[config.mk]
export PLATFORM = sky130hd
export DESIGN_NAME = trg_mon_frame_tx
export DESIGN_NICKNAME = d
export VERILOG_FILES = /design/src/rtl/trg_mon_frame_tx_pkg.sv /design/src/rtl/trg_mon_frame_tx_word_to_byte.sv /design/src/rtl/trg_mon_frame_tx.sv
export SDC_FILE = /design/constraint.sdc
export NUM_CORES = 1
export LEC_CHECK = 0
export CORE_MARGIN = 2
export CORE_UTILIZATION = 45
export DETAILED_ROUTE_END_ITERATION = 16
export PLACE_DENSITY = 0.69
export SYNTH_ARGS = -nofsm -noshare
export SYNTH_HDL_FRONTEND = slang
export SYNTH_SLANG_ARGS = --single-unit
[constraint.sdc]
create_clock -name clk_in -period 3.4 [get_ports clk_in]
set_input_delay 0.68 -clock clk_in [delete_from_list [all_inputs] [get_ports clk_in]]
set_output_delay 0.68 -clock clk_in [all_outputs]
set_load 0.02 [all_outputs]
[src/rtl/trg_mon_frame_tx_pkg.sv]
// Shared definitions for the trigger-monitor telemetry framer: state encodings,
// framing constants and the running-checksum helper.
package trg_mon_frame_tx_pkg;

  typedef enum logic [3:0] {
    ST_IDLE  = 4'd0,
    ST_STORE = 4'd1,
    ST_HDR   = 4'd2,
    ST_FCNT  = 4'd3,
    ST_RD    = 4'd4,
    ST_CAP   = 4'd5,
    ST_DATA  = 4'd6,
    ST_CKS   = 4'd7,
    ST_DONE  = 4'd8
  } tm_state_e;

  typedef enum logic [1:0] {
    WB_IDLE = 2'd0,
    WB_HI   = 2'd1,
    WB_GAP  = 2'd2,
    WB_LO   = 2'd3
  } wb_phase_e;

  localparam logic [15:0] TM_SYNC_WORD   = 16'hEB90;
  localparam logic [7:0]  TM_ADDR_FIRST  = 8'h02;
  localparam logic [7:0]  TM_ADDR_LAST   = 8'h24;
  localparam int          TM_DATA_WORDS  = 35;
  localparam int          TM_FRAME_WORDS = 2 + TM_DATA_WORDS + 1;

  // Frame checksum is a plain 16-bit modular sum.
  function automatic logic [15:0] cksum_add(input logic [15:0] acc_s, input logic [15:0] word_s);
    return acc_s + word_s;
  endfunction

endpackage

[src/rtl/trg_mon_frame_tx_word_to_byte.sv]
// Serialises one 16-bit word into two bytes (high first) over valid/ready.
// busy_out stays high from the cycle after load until the low byte is accepted.
module tm_word_to_byte
  import trg_mon_frame_tx_pkg::*;
(
  input  logic        clk_in,
  input  logic        rst_n_in,
  input  logic        load_in,
  input  logic [15:0] word_in,
  output logic        busy_out,
  output logic [7:0]  byte_data_out,
  output logic        byte_valid_out,
  input  logic        byte_ready_in
);

  wb_phase_e  phase_r;
  logic [7:0] lo_byte_r;
  logic [7:0] data_r;
  logic       valid_r;

  // Byte phase sequencer; valid is only ever dropped after an accepted byte.
  always_ff @(posedge clk_in or negedge rst_n_in) begin
    if (!rst_n_in) begin
      phase_r   <= WB_IDLE;
      lo_byte_r <= 8'h00;
      data_r    <= 8'h00;
      valid_r   <= 1'b0;
    end else begin
      case (phase_r)
        WB_IDLE: begin
          if (load_in) begin
            lo_byte_r <= word_in[7:0];
            data_r    <= word_in[15:8];
            valid_r   <= 1'b1;
            phase_r   <= WB_HI;
          end else begin
            phase_r <= WB_IDLE;
          end
        end
        WB_HI: begin
          if (byte_ready_in) begin
            valid_r <= 1'b0;
            phase_r <= WB_GAP;
          end else begin
            phase_r <= WB_HI;
          end
        end
        WB_GAP: begin
          data_r  <= lo_byte_r;
          valid_r <= 1'b1;
          phase_r <= WB_LO;
        end
        WB_LO: begin
          if (byte_ready_in) begin
            valid_r <= 1'b0;
            phase_r <= WB_IDLE;
          end else begin
            phase_r <= WB_LO;
          end
        end
        default: begin
          valid_r <= 1'b0;
          phase_r <= WB_IDLE;
        end
      endcase
    end
  end

  assign busy_out       = (phase_r != WB_IDLE);
  assign byte_data_out  = data_r;
  assign byte_valid_out = valid_r;

endmodule

[src/rtl/trg_mon_frame_tx.sv]
// Telemetry framer: snapshots the monitor bank, reads it word by word and streams
// sync, frame count, data words and checksum as bytes to the serializer.
module trg_mon_frame_tx
  import trg_mon_frame_tx_pkg::*;
#(
  parameter logic [7:0]  ADDR_FIRST = TM_ADDR_FIRST,
  parameter logic [7:0]  ADDR_LAST  = TM_ADDR_LAST,
  parameter logic [15:0] SYNC_WORD  = TM_SYNC_WORD
)
(
  input  logic        clk_in,
  input  logic        rst_n_in,
  input  logic        tm_req_in,
  output logic        store_en_out,
  output logic        rd_out,
  output logic [7:0]  rd_addr_out,
  input  logic [15:0] mon_data_in,
  output logic [7:0]  byte_data_out,
  output logic        byte_valid_out,
  input  logic        byte_ready_in,
  output logic        tm_busy_out,
  output logic        frame_done_out,
  output logic [15:0] frame_cnt_out,
  output logic [7:0]  req_drop_cnt_out
);

  tm_state_e   state_r;
  tm_state_e   state_s;
  tm_state_e   send_next_s;
  logic        load_s;
  logic        loaded_r;
  logic        w2b_busy_s;
  logic [15:0] word_s;
  logic [15:0] fcnt_snap_r;
  logic [15:0] mon_word_r;
  logic [15:0] cksum_r;
  logic [7:0]  rd_addr_r;
  logic        store_en_r;
  logic        rd_r;
  logic        busy_r;
  logic        done_r;
  logic [15:0] frame_cnt_r;
  logic [7:0]  drop_cnt_r;

  // State register; loaded_r marks that the current send state has handed its word over.
  always_ff @(posedge clk_in or negedge rst_n_in) begin
    if (!rst_n_in) begin
      state_r  <= ST_IDLE;
      loaded_r <= 1'b0;
    end else begin
      state_r <= state_s;
      if (state_s != state_r) begin
        loaded_r <= 1'b0;
      end else if (load_s) begin
        loaded_r <= 1'b1;
      end else begin
        loaded_r <= loaded_r;
      end
    end
  end

  // Successor of each word-send state once its word has left the serializer.
  always_comb begin
    send_next_s = ST_IDLE;
    case (state_r)
      ST_HDR:  send_next_s = ST_FCNT;
      ST_FCNT: send_next_s = ST_RD;
      ST_DATA: send_next_s = (rd_addr_r == ADDR_LAST) ? ST_CKS : ST_RD;
      ST_CKS:  send_next_s = ST_DONE;
      default: send_next_s = ST_IDLE;
    endcase
  end

  // Next-state logic and serializer load request.
  always_comb begin
    state_s = state_r;
    load_s  = 1'b0;
    case (state_r)
      ST_IDLE: begin
        if (tm_req_in) begin
          state_s = ST_STORE;
        end else begin
          state_s = ST_IDLE;
        end
      end
      ST_STORE: state_s = ST_HDR;
      ST_HDR, ST_FCNT, ST_DATA, ST_CKS: begin
        if (!loaded_r) begin
          load_s = 1'b1;
        end else if (!w2b_busy_s) begin
          state_s = send_next_s;
        end else begin
          state_s = state_r;
        end
      end
      ST_RD:   state_s = ST_CAP;
      ST_CAP:  state_s = ST_DATA;
      ST_DONE: state_s = ST_IDLE;
      default: state_s = ST_IDLE;
    endcase
  end

  // Word presented to the serializer in each send state.
  always_comb begin
    word_s = 16'h0000;
    case (state_r)
      ST_HDR:  word_s = SYNC_WORD;
      ST_FCNT: word_s = fcnt_snap_r;
      ST_DATA: word_s = mon_word_r;
      ST_CKS:  word_s = cksum_r;
      default: word_s = 16'h0000;
    endcase
  end

  // Strobes are registered from the next state so they align exactly with their state.
  always_ff @(posedge clk_in or negedge rst_n_in) begin
    if (!rst_n_in) begin
      store_en_r <= 1'b0;
      rd_r       <= 1'b0;
      busy_r     <= 1'b0;
      done_r     <= 1'b0;
    end else begin
      store_en_r <= (state_s == ST_STORE);
      rd_r       <= (state_s == ST_RD);
      busy_r     <= (state_s != ST_IDLE) && (state_s != ST_DONE);
      done_r     <= (state_s == ST_DONE);
    end
  end

  // Frame datapath: read address, captured word and running checksum.
  always_ff @(posedge clk_in or negedge rst_n_in) begin
    if (!rst_n_in) begin
      fcnt_snap_r <= 16'h0000;
      mon_word_r  <= 16'h0000;
      cksum_r     <= 16'h0000;
      rd_addr_r   <= 8'h00;
    end else begin
      if ((state_r == ST_IDLE) && tm_req_in) begin
        fcnt_snap_r <= frame_cnt_r;
      end else begin
        fcnt_snap_r <= fcnt_snap_r;
      end
      case (state_r)
        ST_STORE: begin
          rd_addr_r <= ADDR_FIRST;
          cksum_r   <= 16'h0000;
        end
        ST_FCNT: begin
          if (load_s) begin
            cksum_r <= cksum_add(cksum_r, fcnt_snap_r);
          end else begin
            cksum_r <= cksum_r;
          end
        end
        ST_CAP: begin
          mon_word_r <= mon_data_in;
          cksum_r    <= cksum_add(cksum_r, mon_data_in);
        end
        ST_DATA: begin
          if (state_s == ST_RD) begin
            rd_addr_r <= rd_addr_r + 8'd1;
          end else begin
            rd_addr_r <= rd_addr_r;
          end
        end
        default: begin
          rd_addr_r <= rd_addr_r;
        end
      endcase
    end
  end

  // Completed-frame counter (wraps) and dropped-request counter (saturates).
  always_ff @(posedge clk_in or negedge rst_n_in) begin
    if (!rst_n_in) begin
      frame_cnt_r <= 16'h0000;
      drop_cnt_r  <= 8'h00;
    end else begin
      if ((state_r == ST_CKS) && (state_s == ST_DONE)) begin
        frame_cnt_r <= frame_cnt_r + 16'd1;
      end else begin
        frame_cnt_r <= frame_cnt_r;
      end
      if (tm_req_in && (state_r != ST_IDLE) && (drop_cnt_r != 8'hFF)) begin
        drop_cnt_r <= drop_cnt_r + 8'd1;
      end else begin
        drop_cnt_r <= drop_cnt_r;
      end
    end
  end

  tm_word_to_byte u_w2b (
    .clk_in         (clk_in),
    .rst_n_in       (rst_n_in),
    .load_in        (load_s),
    .word_in        (word_s),
    .busy_out       (w2b_busy_s),
    .byte_data_out  (byte_data_out),
    .byte_valid_out (byte_valid_out),
    .byte_ready_in  (byte_ready_in)
  );

  assign store_en_out     = store_en_r;
  assign rd_out           = rd_r;
  assign rd_addr_out      = rd_addr_r;
  assign tm_busy_out      = busy_r;
  assign frame_done_out   = done_r;
  assign frame_cnt_out    = frame_cnt_r;
  assign req_drop_cnt_out = drop_cnt_r;

endmodule

After elaboration in Yosys (flattened, before gate mapping)
Index checks and enable logic that the tools add are counted. Widths: inputs -> output; s select.

Bits in registers: 108. Input bits: 20. Output and inout bits: 45. Logic and storage cells: 86.

$add $sub $neg: 5. Eq/ne operators: 21. Muxes and demuxes: 23. Reductions and logical operators: 21.

Operators by type and width (number): $pmux 16 s4 (1); $pmux 16 s3 (1); $add 16x16->16 (2); $pmux 8 s2 (2); $eq 4x3->1 const B (5); $pmux 4 s5 (1); $add 16x1->16 const B (1); $add 8x1->8 const B (2); $mux 16 (1); $mux 8 (2); $pmux 4 s4 (1); $reduce_and 2->1 (5); $eq 4x1->1 const B (2); $eq 4x2->1 const B (2); $eq 8x6->1 const B (1); $mux 4 (2); $ne 8x8->1 const B (1); $pmux 2 s4 (1); $reduce_bool 2->1 (4); $reduce_bool 4->1 (2); $mux 1 (7); $mux 2 (3); $ne 2x2->1 const B (3); $logic_and 1x1->1 (5); other kinds (12) (13).

Logic depth before layout (Yosys ltp)
Depth after elaboration: 9. Gate-level depth with buffers: 14. Depth with buffers taken out: 12.

By module
Synthesis repeated with hierarchy kept, for this count alone.

Cells, all modules: 590. Area total of the unflattened synthesis: 5675.4 um^2.

By module, submodules not included: trg_mon_frame_tx (instances 1, cells each 515, area each 4812.1 um^2, sequential area each 2227.1 um^2); tm_word_to_byte (instances 1, cells each 75, area each 863.3 um^2, sequential area each 475.5 um^2).

Least setup slack after synthesis
No wires, ideal clock.

Kind: reg-to-reg. Start: register state_r[3]. End: register cksum_r[15]. Setup time: 0.129 ns. Arrival: 3.036 ns. Required time: 3.271 ns. Setup slack: 0.235 ns. Cell stages (with the launch flop): 13. Path buffers: 3. Period minus slack after synthesis: 3.165 ns. Cell sequence: dfrtp_1 -> buf_6 -> and4bb_1 -> clkbuf_1 -> clkbuf_1 -> nand2_1 -> nand2_1 -> ha_1 -> a211o_1 -> a2111oi_0 -> a2111oi_1 -> a211oi_1 -> o21ai_1.

Cells in the longest elaborated chain, start to end: 5. Elaborated cells on any way between the ends: 12. Those cells by class: eq/ne (7); mux (2); reduce/logical (3).

Ends and longest elaborated chain: start, declared (RTL line trg_mon_frame_tx.sv:27) `tm_state_e state_r;`; start signal, assigned (RTL line trg_mon_frame_tx.sv:51) `state_r <= state_s;`; $eq 4x3->1, or another cell as far along (RTL line trg_mon_frame_tx.sv:78) `case (state_r)`; $reduce_or 4->1 (RTL line trg_mon_frame_tx.sv:78); $mux 1 (RTL line trg_mon_frame_tx.sv:78); $ne 2x2->1 (no source line); $reduce_and 2->1 (no source line); end signal, assigned (RTL line trg_mon_frame_tx.sv:150) `cksum_r <= cksum_add(cksum_r, fcnt_snap_r);`; end signal, assigned (RTL line trg_mon_frame_tx.sv:152) `cksum_r <= cksum_r;`; end signal, assigned (RTL line trg_mon_frame_tx.sv:157) `cksum_r <= cksum_add(cksum_r, mon_data_in);`; end, declared (RTL line trg_mon_frame_tx.sv:36) `logic [15:0] cksum_r;`.

Several ways; a longest one is shown, not always the timed one. A chain may end at the register's enable or synchronous reset.

Worst setup path after layout
Start: register state_r[1]. End: register cksum_r[15].

The elaborated chain is that of the path after synthesis.

==> impl_metrics.ini <==
[critical_path]
r2r-start = state_r[1]$_DFF_PN0_
critical_path_arrival_ns = 3.30
cp-end-kind = flop
crit_family = compound AO/OA/AOI/OAI gates
slowest_delay_ns = 0.51
rr_endpoint = cksum_r[15]$_DFFE_PN0P_
crit_slowest_cell = and4bb_1
path_cells = and4bb_1 > buf_4 > nand2_1 > nand2_1 > ha_1 > a21oi_1 > o21ai_0 > a2111oi_1 > a2111oi_1 > a211oi_1 > o21ai_1
worst-path-max-fanout = 10
critPathRequiredTime_ns = 3.63
reg2reg_depth = 11
critPathLaunchType = flop
critical_path_class = reg -> reg
cp.buffers_inverters = 1
r2r_slack_ns = 0.34

[final_layout]
layout-drive-gt1-share = 0.104
syn2layout_area_growth_pct = 20.5
finalNetCount = 709
fin_util = 0.557
n_antenna_cell = 0

[global_routing]
grt_pass1_vias = 4576
grt_antenna_before_repair = 0
grt_pass1_wl_um = 23100
grt_max_degree = 58
grt_remaining_overflow = 0
grt_use_total = 0.208

[detailed_routing]
drc = 0
drt-wirelength-per-cell_um = 16.9
ant_nets = 0
dr_total_vias = 4749
drt-total-wl_um = 14300
dr.first_iter.drc_count = 307
viasPerCell = 5.61
drtPass1Iterations = 5

[floorplan]
die_width_um = 118
std_cell_rows = 41
die_h_um = 118
ios = 65
core_sq_um = 12700
initial_utilization = 0.462
die_area_sq_um = 13900

[placed_design]
io_buffers = 64
place_ws_ns = 0.245
hpwl_um = 10400
gp_congestion = 0.911

[run_status]
outcome = finished clean

[timing]
min_period_ns = 3.06
post-route-period-util = 0.901
finalSetupViolations = 0
tightest_slew_ns = 0.854
fmax_mhz = 326
rsz0062_at_grt = no
hold_viol = 0
skew_ns = 0.00453
fin_ws_ns = 0.337
maxSlewHeadroom = 0.429
maxSlewViolCount = 0
setup_tns_ns = 0

[yosys]
ys.flop_type = dfrtp_1
syn_nets = 645
yosysMostFrequentCell = nand2_1
syn_area_sq_um = 5860
muxShareOfSynthArea = 0.0382
synth_top_family_by_area = simple AND/OR/NAND/NOR gates
synth_top_cell_area_share = 0.462
synth_compound_area_frac = 0.150
synth_area_leaders = dfrtp_1, nand2_1, ha_1, mux2_2, nor2_1
synth-adder-area-share = 0.0440
syn_avg_cell_area_sq_um = 9.68
async_reset_ff_frac = 1.00
ys_top_cells_by_count = nand2_1, dfrtp_1, nor2_1
yosysWarnings = 0
yosys.cell_types.count = 71
yosys.area.top_type = dfrtp_1
synthSimpleGateAreaFrac = 0.226
synth_xor_area_frac = 0.0509
syn_inst = 605
synth_edf_count = 0
synth-seq-cells = 108
seq_area_frac_synth = 0.462

[clock_tree]
postCtsSetupRepairBufs = 0
htreeDepth = 3
root_buffer = clkbuf_16
cts_buffer_depth = 2
clock_latency_ns = 0.36
clk_pin_slew_ns = 0.07
clkSinkCount = 108
cts-buffers-inserted = 9
cts_tree = built

[power_and_ir_drop]
ir_drop_uv = 538
p_leak_nw = 3.25
p_per_area_nw_per_um2 = 772

[worst_hold_path]
hold_path_class = in -> async

[flow_run]
max_cap_viol_count = 0
[placed cells by master, fill, tap and decap left out, drive strengths merged, types with 9 or more instances in the layout]
cell / Yosys / routed
nand2: 114 / 114
dfrtp: 108 / 108
clkdlybuf4s50: 0 / 63
nor2: 51 / 51
a21oi: 29 / 29
nand3: 25 / 25
o21ai: 23 / 23
xnor2: 21 / 21
mux2: 19 / 19
ha: 19 / 19
buf: 8 / 15
a31oi: 13 / 13
xor2: 13 / 13
a21o: 12 / 12
clkbuf: 17 / 12
nor3: 11 / 11
a22oi: 10 / 10
inv: 9 / 9
nand4: 9 / 9
[kinds of logic after synthesis]
logic type,Yosys count
and+or+nand+nor,257
adders and majority gates,20
muxes,20
AOI/OAI and AO/OA,131
xor gates and xnor gates,34
buffers and inverters,35
DFF,108
[metal layers]
metal / track usage / wire length (um) / up-vias
met5: 0 / 0 / -
met2: 0.341 / 6780 / 124
met1: 0.266 / 6360 / 2326
met4: 0.0700 / 390 / 0
li1: - / - / 2268
met3: 0.0547 / 731 / 31
[state kept, by name, indices dropped and copies added (netlist names)]
name and flops:
cksum_r 16, fcnt_snap_r 16, frame_cnt_out 16, mon_word_r 16, rd_addr_out 8, req_drop_cnt_out 8
u_w2b.byte_data_out 8, u_w2b.lo_byte_r 8, state_r 4, u_w2b.phase_r 2, frame_done_out 1, loaded_r 1
rd_out 1, store_en_out 1, tm_busy_out 1, u_w2b.byte_valid_out 1
[worst max-delay path by stage]
stage | from | to | cells after the start
floorplan | state_r[3]$_DFF_PN0_ | cksum_r[15]$_DFFE_PN0P_ | 12
global placement | mon_data_in[0] | cksum_r[14]$_DFFE_PN0P_ | 12
detailed placement | mon_data_in[0] | cksum_r[14]$_DFFE_PN0P_ | 12
CTS | state_r[1]$_DFF_PN0_ | cksum_r[15]$_DFFE_PN0P_ | 11
global route | state_r[1]$_DFF_PN0_ | cksum_r[15]$_DFFE_PN0P_ | 11
finish | state_r[1]$_DFF_PN0_ | cksum_r[15]$_DFFE_PN0P_ | 11
[final cells by class]
cell class / instances / area [sq um]
repair buffers: 78 / 768
multi-input cells: 462 / 2980
well taps: 172 / 215
inverters: 10 / 37.5
clock inverters: 4 / 95.1
clock buffers: 12 / 256
fillers: 1139 / 5620
flip-flops and latches: 108 / 2700
[power by group]
part           leakage (nW)  switching, mW  total, mW  internal [mW]
clock                 0.173          0.478       1.24          0.760
combinational          1.68           1.19       2.11          0.920
sequential             1.40          0.422       2.10           1.68
[metrics by stage]
stage / total power, mW / cell area (sq um) / instances / hold WS (ns)
final: 5.44 / 7050 / 846 / 0.398
after global routing: 5.79 / 7050 / 846 / 0.460
after CTS: 5.46 / 7050 / 846 / 0.429
after detailed placement: 4.21 / 6700 / 830 / 0.464
after global placement: 4.15 / 6700 / 830 / 0.458
after floorplan: 3.47 / 5860 / 605 / 0.384
[timing repair]
action                                  in CTS  in global routing
gates resized for setup                      0                  1
endpoints found under the setup margin       0                  1
hold buffers                                 0                  0
(Power assumes the default switching activity.)
